[src/rtl/wordmem.sv]
// wordmem: single-port DEPTH x WIDTH word memory with registered read, valid strobe
// and a post-reset clear sweep. Define WORDMEM_PARITY_EN to store and check even parity.
module wordmem #(
    parameter int WIDTH  = 8,
    parameter int DEPTH  = 8,
    parameter int ADDR_W = 3
) (
    input  logic              clk,
    input  logic              rst,
    input  logic              sel,
    input  logic              op,
    input  logic [ADDR_W-1:0] addr,
    input  logic [WIDTH-1:0]  inp,
    output logic [WIDTH-1:0]  outp,
    output logic              outp_valid,
    output logic              busy,
    output logic              err
);

`ifdef WORDMEM_PARITY_EN
    localparam int MEM_W = WIDTH + 1;
`else
    localparam int MEM_W = WIDTH;
`endif

    localparam logic [0:0] CLEAR = 1'b0;
    localparam logic [0:0] IDLE  = 1'b1;

    // DEPTH fits in ADDR_W+1 bits because 2**ADDR_W >= DEPTH.
    localparam logic [ADDR_W:0]   DEPTH_W = (ADDR_W + 1)'(DEPTH);
    localparam logic [ADDR_W-1:0] LAST    = ADDR_W'(DEPTH - 1);

    logic [MEM_W-1:0]  mem_q [DEPTH];
    logic [0:0]        state_q, state_d;
    logic [ADDR_W-1:0] ptr_q, ptr_d;
    logic [WIDTH-1:0]  outp_q, outp_d;
    logic              outp_valid_q, outp_valid_d;
    logic              err_q, err_d;

    logic              in_range;
    logic              wr_en;
    logic [ADDR_W-1:0] wr_idx;
    logic [MEM_W-1:0]  wr_word;
    logic [MEM_W-1:0]  rd_word;

    always_comb begin
        state_d      = state_q;
        ptr_d        = ptr_q;
        outp_d       = outp_q;
        outp_valid_d = 1'b0;
        err_d        = 1'b0;
        wr_en        = 1'b0;
        wr_idx       = addr;
`ifdef WORDMEM_PARITY_EN
        wr_word      = {^inp, inp};
`else
        wr_word      = inp;
`endif
        in_range     = ({1'b0, addr} < DEPTH_W);
        rd_word      = '0;
        if (!rst) begin
            if (state_q == CLEAR) begin
                wr_en   = 1'b1;
                wr_idx  = ptr_q;
                wr_word = '0;
                if (ptr_q == LAST) begin
                    state_d = IDLE;
                end else begin
                    ptr_d = ptr_q + 1'b1;
                end
            end else if (sel) begin
                if (op) begin
                    // Out-of-range writes are silently dropped.
                    wr_en = in_range;
                end else begin
                    outp_valid_d = 1'b1;
                    if (in_range) begin
                        rd_word = mem_q[addr];
                        outp_d  = rd_word[WIDTH-1:0];
`ifdef WORDMEM_PARITY_EN
                        err_d   = rd_word[WIDTH] ^ (^rd_word[WIDTH-1:0]);
`endif
                    end else begin
                        outp_d = '0;
                    end
                end
            end
        end
    end

    always_ff @(posedge clk) begin
        if (rst) begin
            state_q      <= CLEAR;
            ptr_q        <= '0;
            outp_q       <= '0;
            outp_valid_q <= 1'b0;
            err_q        <= 1'b0;
        end else begin
            state_q      <= state_d;
            ptr_q        <= ptr_d;
            outp_q       <= outp_d;
            outp_valid_q <= outp_valid_d;
            err_q        <= err_d;
        end
    end

    // Storage is not reset; the sweep is the only way it gets cleared.
    always_ff @(posedge clk) begin
        if (wr_en) begin
            mem_q[wr_idx] <= wr_word;
        end
    end

    assign outp       = outp_q;
    assign outp_valid = outp_valid_q;
    assign busy       = (state_q == CLEAR);
    assign err        = err_q;

endmodule

[config.mk]
export PLATFORM = sky130hd
export DESIGN_NAME = wordmem
export DESIGN_NICKNAME = d
export VERILOG_FILES = /design/src/rtl/wordmem.sv
export SDC_FILE = /design/constraint.sdc
export NUM_CORES = 1
export LEC_CHECK = 0
export BUFFER_PORTS_ARGS = -buffer_cell sky130_fd_sc_hd__buf_2
export CAP_MARGIN = 20
export CORE_MARGIN = 2
export CORE_UTILIZATION = 53
export DETAILED_ROUTE_END_ITERATION = 10
export HOLD_SLACK_MARGIN = 0.06
export PLACE_DENSITY = 0.82
export SYNTH_ARGS = -nofsm -noshare
export SYNTH_HDL_FRONTEND = slang
export SYNTH_SLANG_ARGS = --single-unit
[constraint.sdc]
create_clock -name clk -period 1.6 [get_ports clk]
set_input_delay 0.32 -clock clk [delete_from_list [all_inputs] [get_ports clk]]
set_output_delay 0.32 -clock clk [all_outputs]
set_load 0.1 [all_outputs]
==> flow_summary.ini, run 1 <==
[timing]
clock_skew_ps = 6.78
rsz0062_at_grt = yes
maxSlewHeadroom_pct = 29.2
min_period_ps = 1590
drv_slew = 0
final_hold_viol_count = 0
worst_pin_slew_ps = 1060
layout_setup_ws_ps = 5.28
maxClockFrequency_mhz = 627
setup_viol = 0
whs_ps = 438
fin_crit_sh_pct = 99.7
setup_tns_ps = 0

[floorplan]
start_util_pct = 55.6
die_h_microns = 80.7
ios = 26
dieArea_sq_um = 6510
rows = 27
coreArea_sq_um = 5610
die_w_microns = 80.7

[worst_setup_path]
crit_family = simple AND/OR/NAND/NOR gates
cp-start-kind = register
worstSetupPathDepth = 5
crit_type = register to register
endpoint_kind = register
crit_path_max_fanout = 9
critPathRequiredTime_ps = 1650
crit_chain = buf_4 > nor4b_4 > a21oi_4 > nor2_1 > buf_6
worstPathArrival_ps = 1650
worst-path-buf-inv = 2
slowest_delay_ps = 360
r2r_cells = 5
critPathSlowestCell = dfxtp_2

[logic_synthesis]
postSynthCellCount = 197
synth.top_cells.by_count = edfxtp_1, mux2i_1, a22oi_1
synth_nets = 214
ys.warnings.count = 0
synth_top_cell_by_area = edfxtp_1
synth.top_cell.area_share_pct = 61.7
synthFlopType = edfxtp_1
synth_edf_count = 64
synthArstFlopShare_pct = 0
netlist_top_cells_area = edfxtp_1, mux2i_1, dfxtp_1
avgSynthCellArea_sq_um = 15.8
yosysUniqueCellTypes = 34
ys_seq_area_share_pct = 70.0
ys_ff_latch = 77
syn_area_sq_um = 3120
synth_most_common_cell = edfxtp_1

[layout]
finish.utilization_pct = 67.0
fin_area_sq_um = 3760
instances_no_fill = 327
drive_gt1_share_pct = 32.5
diodes = 0
syn2layout_area_growth_pct = 20.6
fin_nets = 267

[global_routing]
grt_max_degree = 33
grt_pass1_vias = 1804
grt_usage_pct = 21.4
grt_first_pass_wirelength_microns = 9650
antenna_found_initial = 0
grt_overflow = 0

[power_and_ir_drop]
p_seq_share_pct = 56.4
p_clk_share_pct = 34.1
max-vdd-ir-drop_mv = 0.565
p_comb_share_pct = 9.5
netSwitchingPower_mw = 0.910
p_int_mw = 3.08
power.density_nw_per_um2 = 1060
total_power_mw = 3.99
p_leak_nw = 1.43
switching_share_pct = 22.8

[placed_design]
dpl.cell_count = 310
port_buffers = 24
placed_cell_area_sq_um = 3460
hpwlAfterDp_microns = 4180
place_congestion = 0.817
place_ws_ps = -300

[detailed_routing]
wl_met3_microns = 305
first_iter_violations = 157
drcViolationCount = 0
via_count = 1849
m1WireLength_microns = 2810
routed_via_density = 5.65
antenna_left = 0
wl_microns = 6420
wl_met2_microns = 3230
drt-pass1-iter-count = 4
wl_per_cell_microns = 19.6
topRoutingLayerUsed = met4

[clock_network]
cts.path.max_buffers = 2
cts-buffers-inserted = 9
cts_tree = built
insertion_delay_ps = 340
path_clk_slew_ps = 70
clockRootBuffer = clkbuf_8
cts.sinks = 77
htree_levels = 3

[hold_path]
min_path_cells = 4
min_path_type = input port to register

[status]
status = complete, no violations

[run]
drv_cap = 0
## cell families (layout without fill, tap and decap cells)
| group | Yosys count | count (layout) | synth area share [%] |
|---|---|---|---|
| AOI/OAI and AO/OA | 35 | 35 | 8.51 |
| xor gates and xnor gates | 1 | 1 | 0.281 |
| DFF | 77 | 77 | 70.0 |
| other | 1 | 1 | 0.120 |
| and+or+nand+nor | 35 | 35 | 6.46 |
| buffers and inverters | 14 | 72 | 3.53 |
| muxes | 32 | 32 | 10.3 |
| adders and majority gates | 2 | 2 | 0.803 |
## worst paths after layout
kind | startpoint | to | slack, ps
max | state_q | mem_q[4][4] | 5
min | rst | state_q | 440
max reg2reg | state_q | mem_q[4][4] | 5
min reg2reg | outp[2] | outp[2] | 470
## cell type report
class,instances,area [sq um]
clock buffers,13,169
inverters,3,11.3
repair buffers,53,373
well taps,72,90.1
flip-flops and latches,77,2180
clock inverters,3,18.8
fillers,386,1850
multi-input cells,106,913
## timing repair
item                       CTS  global route
resized for setup           10            10
setup endpoints to repair   56            45
setup buffers                0             1
hold buffers                 0             0
hold endpoints to repair     0             0
pin swaps                    2             1
## power groups by stage
stage	logic (mW)	registers, mW	clock network, mW
2_1_floorplan	0.205	2.30	0
3_3_place_gp	0.322	2.29	0
3_5_place_dp	0.333	2.30	0
4_1_cts	0.350	2.25	1.39
5_1_grt	0.411	2.25	1.48
6_report	0.380	2.25	1.36
## tightest hold or removal path, delay by kind of cell
family                 cells  cell delay (ps)
AND/OR/NAND/NOR            1               50
buffers and inverters      3              370
## routing by layer
| layer | up-vias | GRT usage [%] |
|---|---|---|
| met4 | 0 | 8.14 |
| met1 | 912 | 29.2 |
| met5 | - | 0 |
| met3 | 4 | 5.06 |
| met2 | 56 | 33.6 |
| li1 | 877 | - |
## flip-flops by register name, indices dropped and copies added, names as in the netlist
signal      count
outp            8
state_q         1
mem_q          64
ptr_q           3
outp_valid      1
## layout by cell type (no fill, tap or decap), types with 2 or more instances in the layout
cell	n
nor2_1	6
a32o_1	8
clkinv_2	2
and2_1	9
nor2_2	4
buf_2	23
dfxtp_1	12
ha_1	2
mux2i_1	32
nor2b_1	2
a21oi_4	2
edfxtp_1	64
nor2_4	3
buf_12	2
clkbuf_8	12
buf_6	2
o21ai_0	2
nand2_1	2
a22oi_1	16
buf_4	26
inv_1	2
a21oi_1	4
No activity file was read; power rests on OpenSTA's default activity.
==> run 2, diff against run 1 <==
- CORE_UTILIZATION: 53 -> 40
- PLACE_DENSITY: 0.82 -> 0.66
==> run 2 against run 1 <==
Compared with the run above:
- global-route usage fell by 5.4 points
- clock skew barely moved
- first-iteration DRC count fell by 45%
- largest power group unchanged
==> flow_summary.ini, run 2 (synthesized netlist as in run 1, its figures left out) <==
[timing]
rsz0062_at_grt = no
maxSlewHeadroom_pct = 37.5
drv_slew = 0
layout_setup_ws_ps = 36.9
setup_viol = 0
min_period_ps = 1560
maxClockFrequency_mhz = 640
final_hold_viol_count = 0
worst_pin_slew_ps = 933
clock_skew_ps = 6.76
fin_crit_sh_pct = 97.7

[worst_setup_path]
worst-path-buf-inv = 2
slowest_delay_ps = 420
r2r_cells = 5
cp_common_cell = buf_4
worstPathArrival_ps = 1610
regToRegSetupSlack_ps = 40
r2r-start = state_q
critPathSlowestCell = dfxtp_4
reg2reg_to = mem_q[2][6]
crit_family = simple AND/OR/NAND/NOR gates
crit_type = register to register
crit_path_max_fanout = 11
critPathRequiredTime_ps = 1650
cp-start-kind = register
endpoint_kind = register
crit_chain = and4b_1 > o21bai_2 > buf_4 > nor2_1 > buf_4

[clock_network]
insertion_delay_ps = 330
cts.sinks = 77
post_cts_buffers = 0
cts-buffers-inserted = 9
postCtsHoldBufs = 0
path_clk_slew_ps = 80
cts_tree = built
htree_levels = 3
clockRootBuffer = clkbuf_8
cts.path.max_buffers = 2

[detailed_routing]
wl_per_cell_microns = 18.1
drcViolationCount = 0
wl_microns = 6470
first_iter_violations = 86
via_count = 1814
drt-pass1-iter-count = 4
routed_via_density = 5.08
antenna_left = 0

[power_and_ir_drop]
netSwitchingPower_mw = 0.884
power.density_nw_per_um2 = 1070
p_leak_nw = 1.42
p_comb_share_pct = 8.5
p_seq_share_pct = 56.1
p_int_mw = 3.13
total_power_mw = 4.01
p_clk_share_pct = 35.4
switching_share_pct = 22.0
max-vdd-ir-drop_mv = 0.645

[floorplan]
rows = 32
die_h_microns = 92.3
ios = 26
start_util_pct = 40.8
dieArea_sq_um = 8510
coreArea_sq_um = 7650
die_w_microns = 92.3

[global_routing]
grt_max_degree = 22
grt_overflow = 0
grt_usage_pct = 16.0
grt_pass1_vias = 1856
antenna_found_initial = 0
grt_first_pass_wirelength_microns = 9960

[placed_design]
placed_cell_area_sq_um = 3500
dpl.cell_count = 341
place_congestion = 0.777
place_ws_ps = -179
port_buffers = 24
hpwlAfterDp_microns = 4550

[run]
drv_cap = 0

[layout]
final_cell_mix = edfxtp_1, mux2i_1, buf_4
instances_no_fill = 357
syn2layout_area_growth_pct = 20.2
layout_commonest_cell = edfxtp_1
regMostFlops = mem_q
fin_nets = 267
finish.utilization_pct = 49.0
diodes = 0
fin_area_sq_um = 3740
largest_reg_flops = 64
drive_gt1_share_pct = 31.4

[hold_path]
hold_path_startpoint = inp[2]
min_path_cells = 2
min_path_type = input port to register
hold_path_end = mem_q[7][2]

[status]
status = complete, no violations
==> run 2: cell count changes in the layout (fill, tap and decap cells not counted), moves of 2 or more <==
cell	before	now
clkbuf_8	12	10
buf_4	26	29
nor2_1	6	10
and2_2	0	3
buf_6	2	0
a21oi_4	2	0
and2_1	9	6
nor2_2	4	1
==> run 2: repair_timing <==
action                     4_1_cts  5_1_grt
resized for setup                6        7
pin swaps                        0        0
setup endpoints to repair       55       32
==> run 2: through the flow <==
| stage | TNS [ps] | hold slack [ps] |
|---|---|---|
| after floorplan | -4430 | 499 |
| after global placement | -2050 | 450 |
| after detailed placement | -3470 | 453 |
| after CTS | 0 | 384 |
| after global routing | 0 | 419 |
| final | 0 | 397 |
==> run 2: cell type report <==
type                            count  area, sq um
Multi-Input combinational cell    106          875
Inverter                            3         11.3
Sequential cell                    77         2190
Tap cell                          102          128
Clock inverter                      4         47.5
Timing Repair Buffer               53          353
Clock buffer                       12          145
Fill cell                         701         3900
==> run 2: power groups by stage <==
stage / combinational [mW] / sequential [mW] / clock, mW
floorplan: 0.205 / 2.30 / 0
global placement: 0.316 / 2.30 / 0
detailed placement: 0.325 / 2.30 / 0
CTS: 0.334 / 2.25 / 1.45
global route: 0.370 / 2.26 / 1.53
finish: 0.341 / 2.25 / 1.42
==> run 2: worst max path at each step <==
stage | start | to | cells past startpoint
finish | state_q | mem_q[2][6] | 5
global route | ptr_q[2] | mem_q[5][1] | 6
CTS | state_q | mem_q[2][6] | 5
detailed placement | state_q | mem_q[0][1] | 3
global placement | rst | mem_q[5][6] | 6
floorplan | addr[0] | mem_q[0][0] | 5
==> run 2: routing by layer <==
| layer | wire (microns) | vias up | global-route usage, % |
|---|---|---|---|
| met5 | 0 | - | 0 |
| met2 | 3260 | 32 | 26.9 |
| met3 | 166 | 9 | 2.88 |
| met4 | 130 | 0 | 6.34 |
| li1 | - | 877 | - |
| met1 | 2920 | 896 | 20.5 |
==> run 3, diff against run 2 <==
- ABC_AREA: unset -> 1
- CORE_ASPECT_RATIO: unset -> 0.5
==> run 3 against run 2 <==
Compared with the run above:
- synthesized area up 8.2%
- setup slack better by 34 ps
- sequential cell count unchanged
- global-route usage up 1.8 points
- critical endpoint is now mem_q[0][7]
- largest power group unchanged
==> flow_summary.ini, run 3 <==
[layout]
largest_reg_flops = 64
layout_commonest_cell = nand2_1
regMostFlops = mem_q
syn2layout_area_growth_pct = 23.2
final_cell_mix = nand2_1, edfxtp_1, inv_1
fin_nets = 421
fin_area_sq_um = 4160
instances_no_fill = 521
diodes = 0
drive_gt1_share_pct = 23.0

[clock_network]
htree_levels = 3
postCtsHoldBufs = 0
cts.sinks = 77
cts-buffers-inserted = 9
cts_tree = built
path_clk_slew_ps = 60
insertion_delay_ps = 340
clockRootBuffer = clkbuf_16
cts.path.max_buffers = 2

[timing]
drv_slew = 0
min_period_ps = 1530
fin_crit_sh_pct = 95.5
rsz0062_at_grt = yes
setup_viol = 0
maxClockFrequency_mhz = 654
layout_setup_ws_ps = 71.3
clock_skew_ps = 7.42
final_hold_viol_count = 0

[global_routing]
grt_overflow = 0
grt_pass1_vias = 2331
grt_max_degree = 28
grt_usage_pct = 17.8
antenna_found_initial = 0
grt_first_pass_wirelength_microns = 11800

[worst_setup_path]
crit_family = simple AND/OR/NAND/NOR gates
critPathRequiredTime_ps = 1650
crit_path_max_fanout = 8
worstPathArrival_ps = 1580
endpoint_kind = register
critPathSlowestCell = dfxtp_1
worst-path-buf-inv = 2
cp-start-kind = register
crit_type = register to register
slowest_delay_ps = 380
crit_chain = nor2_4 > buf_4 > o21ai_2 > nand2_1 > nor2_1 > buf_6

[logic_synthesis]
yosysUniqueCellTypes = 19
synth_nets = 367
synth_top_cell_by_area = edfxtp_1
ys_seq_area_share_pct = 64.7
synthArstFlopShare_pct = 0
netlist_top_cells_area = edfxtp_1, nand2_1, dfxtp_1
syn_area_sq_um = 3370
synth_edf_count = 64
synth.top_cell.area_share_pct = 57.0
synthFlopType = edfxtp_1
synth.top_cells.by_count = nand2_1, edfxtp_1, inv_1
avgSynthCellArea_sq_um = 9.63
ys.warnings.count = 0
ys_ff_latch = 77
synth_most_common_cell = nand2_1
postSynthCellCount = 350

[placed_design]
placed_cell_area_sq_um = 3820
place_ws_ps = -83.9
dpl.cell_count = 504
port_buffers = 24
hpwlAfterDp_microns = 5250
place_congestion = 0.893

[detailed_routing]
drcViolationCount = 0
wl_microns = 7480
via_count = 2464
antenna_left = 0
wl_per_cell_microns = 14.4
drt-pass1-iter-count = 5
routed_via_density = 4.73
first_iter_violations = 269

[power_and_ir_drop]
power.density_nw_per_um2 = 1140
p_clk_share_pct = 44.0
netSwitchingPower_mw = 1.13
p_seq_share_pct = 47.7
switching_share_pct = 23.8
max-vdd-ir-drop_mv = 0.468
p_int_mw = 3.61
p_leak_nw = 1.88
p_comb_share_pct = 8.4

[floorplan]
die_h_microns = 68.9
start_util_pct = 41.7
dieArea_sq_um = 9230
ios = 26
die_w_microns = 134
rows = 23
coreArea_sq_um = 8090

[status]
status = complete, no violations

[run]
drv_cap = 0

[hold_path]
min_path_type = input port to register
[run 3: path summary, 6_finish.rpt]
path	startpoint	endpoint	slack, ps	cells after the start
setup / recovery	state_q	mem_q[0][7]	70	6
hold / removal	inp[1]	mem_q[5][1]	340	3
setup reg to reg	state_q	mem_q[0][7]	70	6
hold reg to reg	outp[2]	outp[2]	460	2
[run 3: power by group through the flow]
stage | registers, mW | clock network [mW] | logic, mW
4_1_cts | 2.26 | 2.10 | 0.389
2_1_floorplan | 2.30 | 0 | 0.236
5_1_grt | 2.26 | 2.21 | 0.440
6_report | 2.26 | 2.08 | 0.397
3_3_place_gp | 2.30 | 0 | 0.378
3_5_place_dp | 2.30 | 0 | 0.384
[run 3: area by class of cell]
cell class / instances / area [sq um]
clock inverter: 7 / 80.1
clock buffer: 9 / 225
sequential: 77 / 2180
multi-input combinational: 191 / 873
timing repair buffer: 57 / 399
fill: 727 / 3930
inverter: 68 / 255
tap: 112 / 140
[run 3: logic make-up (layout without fill, tap and decap cells)]
kind of cell	count (synthesis)	count (layout)	share of synthesized area, %
DFF	77	77	64.7
adders and majority gates	2	2	0.742
and+or+nand+nor	173	173	21.9
other	1	1	0.111
buffers and inverters	82	141	10.0
AOI/OAI and AO/OA	15	15	2.56
[run 3: timing repair]
item	in CTS	in global routing
gates resized for setup	2	5
gates cloned	0	0
pin swaps	0	1
setup buffers	0	1
setup endpoints to repair	6	48
[run 3: metrics by stage]
step           setup TNS, ps  hold slack [ps]  total power, mW  util [%]
3_3_place_gp           -2900              452             2.68      47.2
3_5_place_dp           -4000              456             2.69      47.2
4_1_cts                    0              334             4.75      51.1
5_1_grt                 -221              352             4.91      51.4
6_report                   0              338             4.74      51.4
2_1_floorplan          -5420              389             2.53         -
[run 3: worst reg2reg max path, delay by kind of cell, from the launching register on]
kind / cells / cell delay [ps]
DFF: 1 / 380
AOI/OAI and AO/OA: 1 / 150
and+or+nand+nor: 3 / 410
buffers and inverters: 2 / 310
[run 3: per-layer routing]
layer / track usage [%] / vias to the layer above / share of wire, %
met1: 22.6 / 1129 / 44
met3: 5.19 / 14 / 8.0
li1: - / 1215 / -
met4: 7.31 / 0 / 2.0
met2: 29.1 / 106 / 46
met5: 0 / - / 0
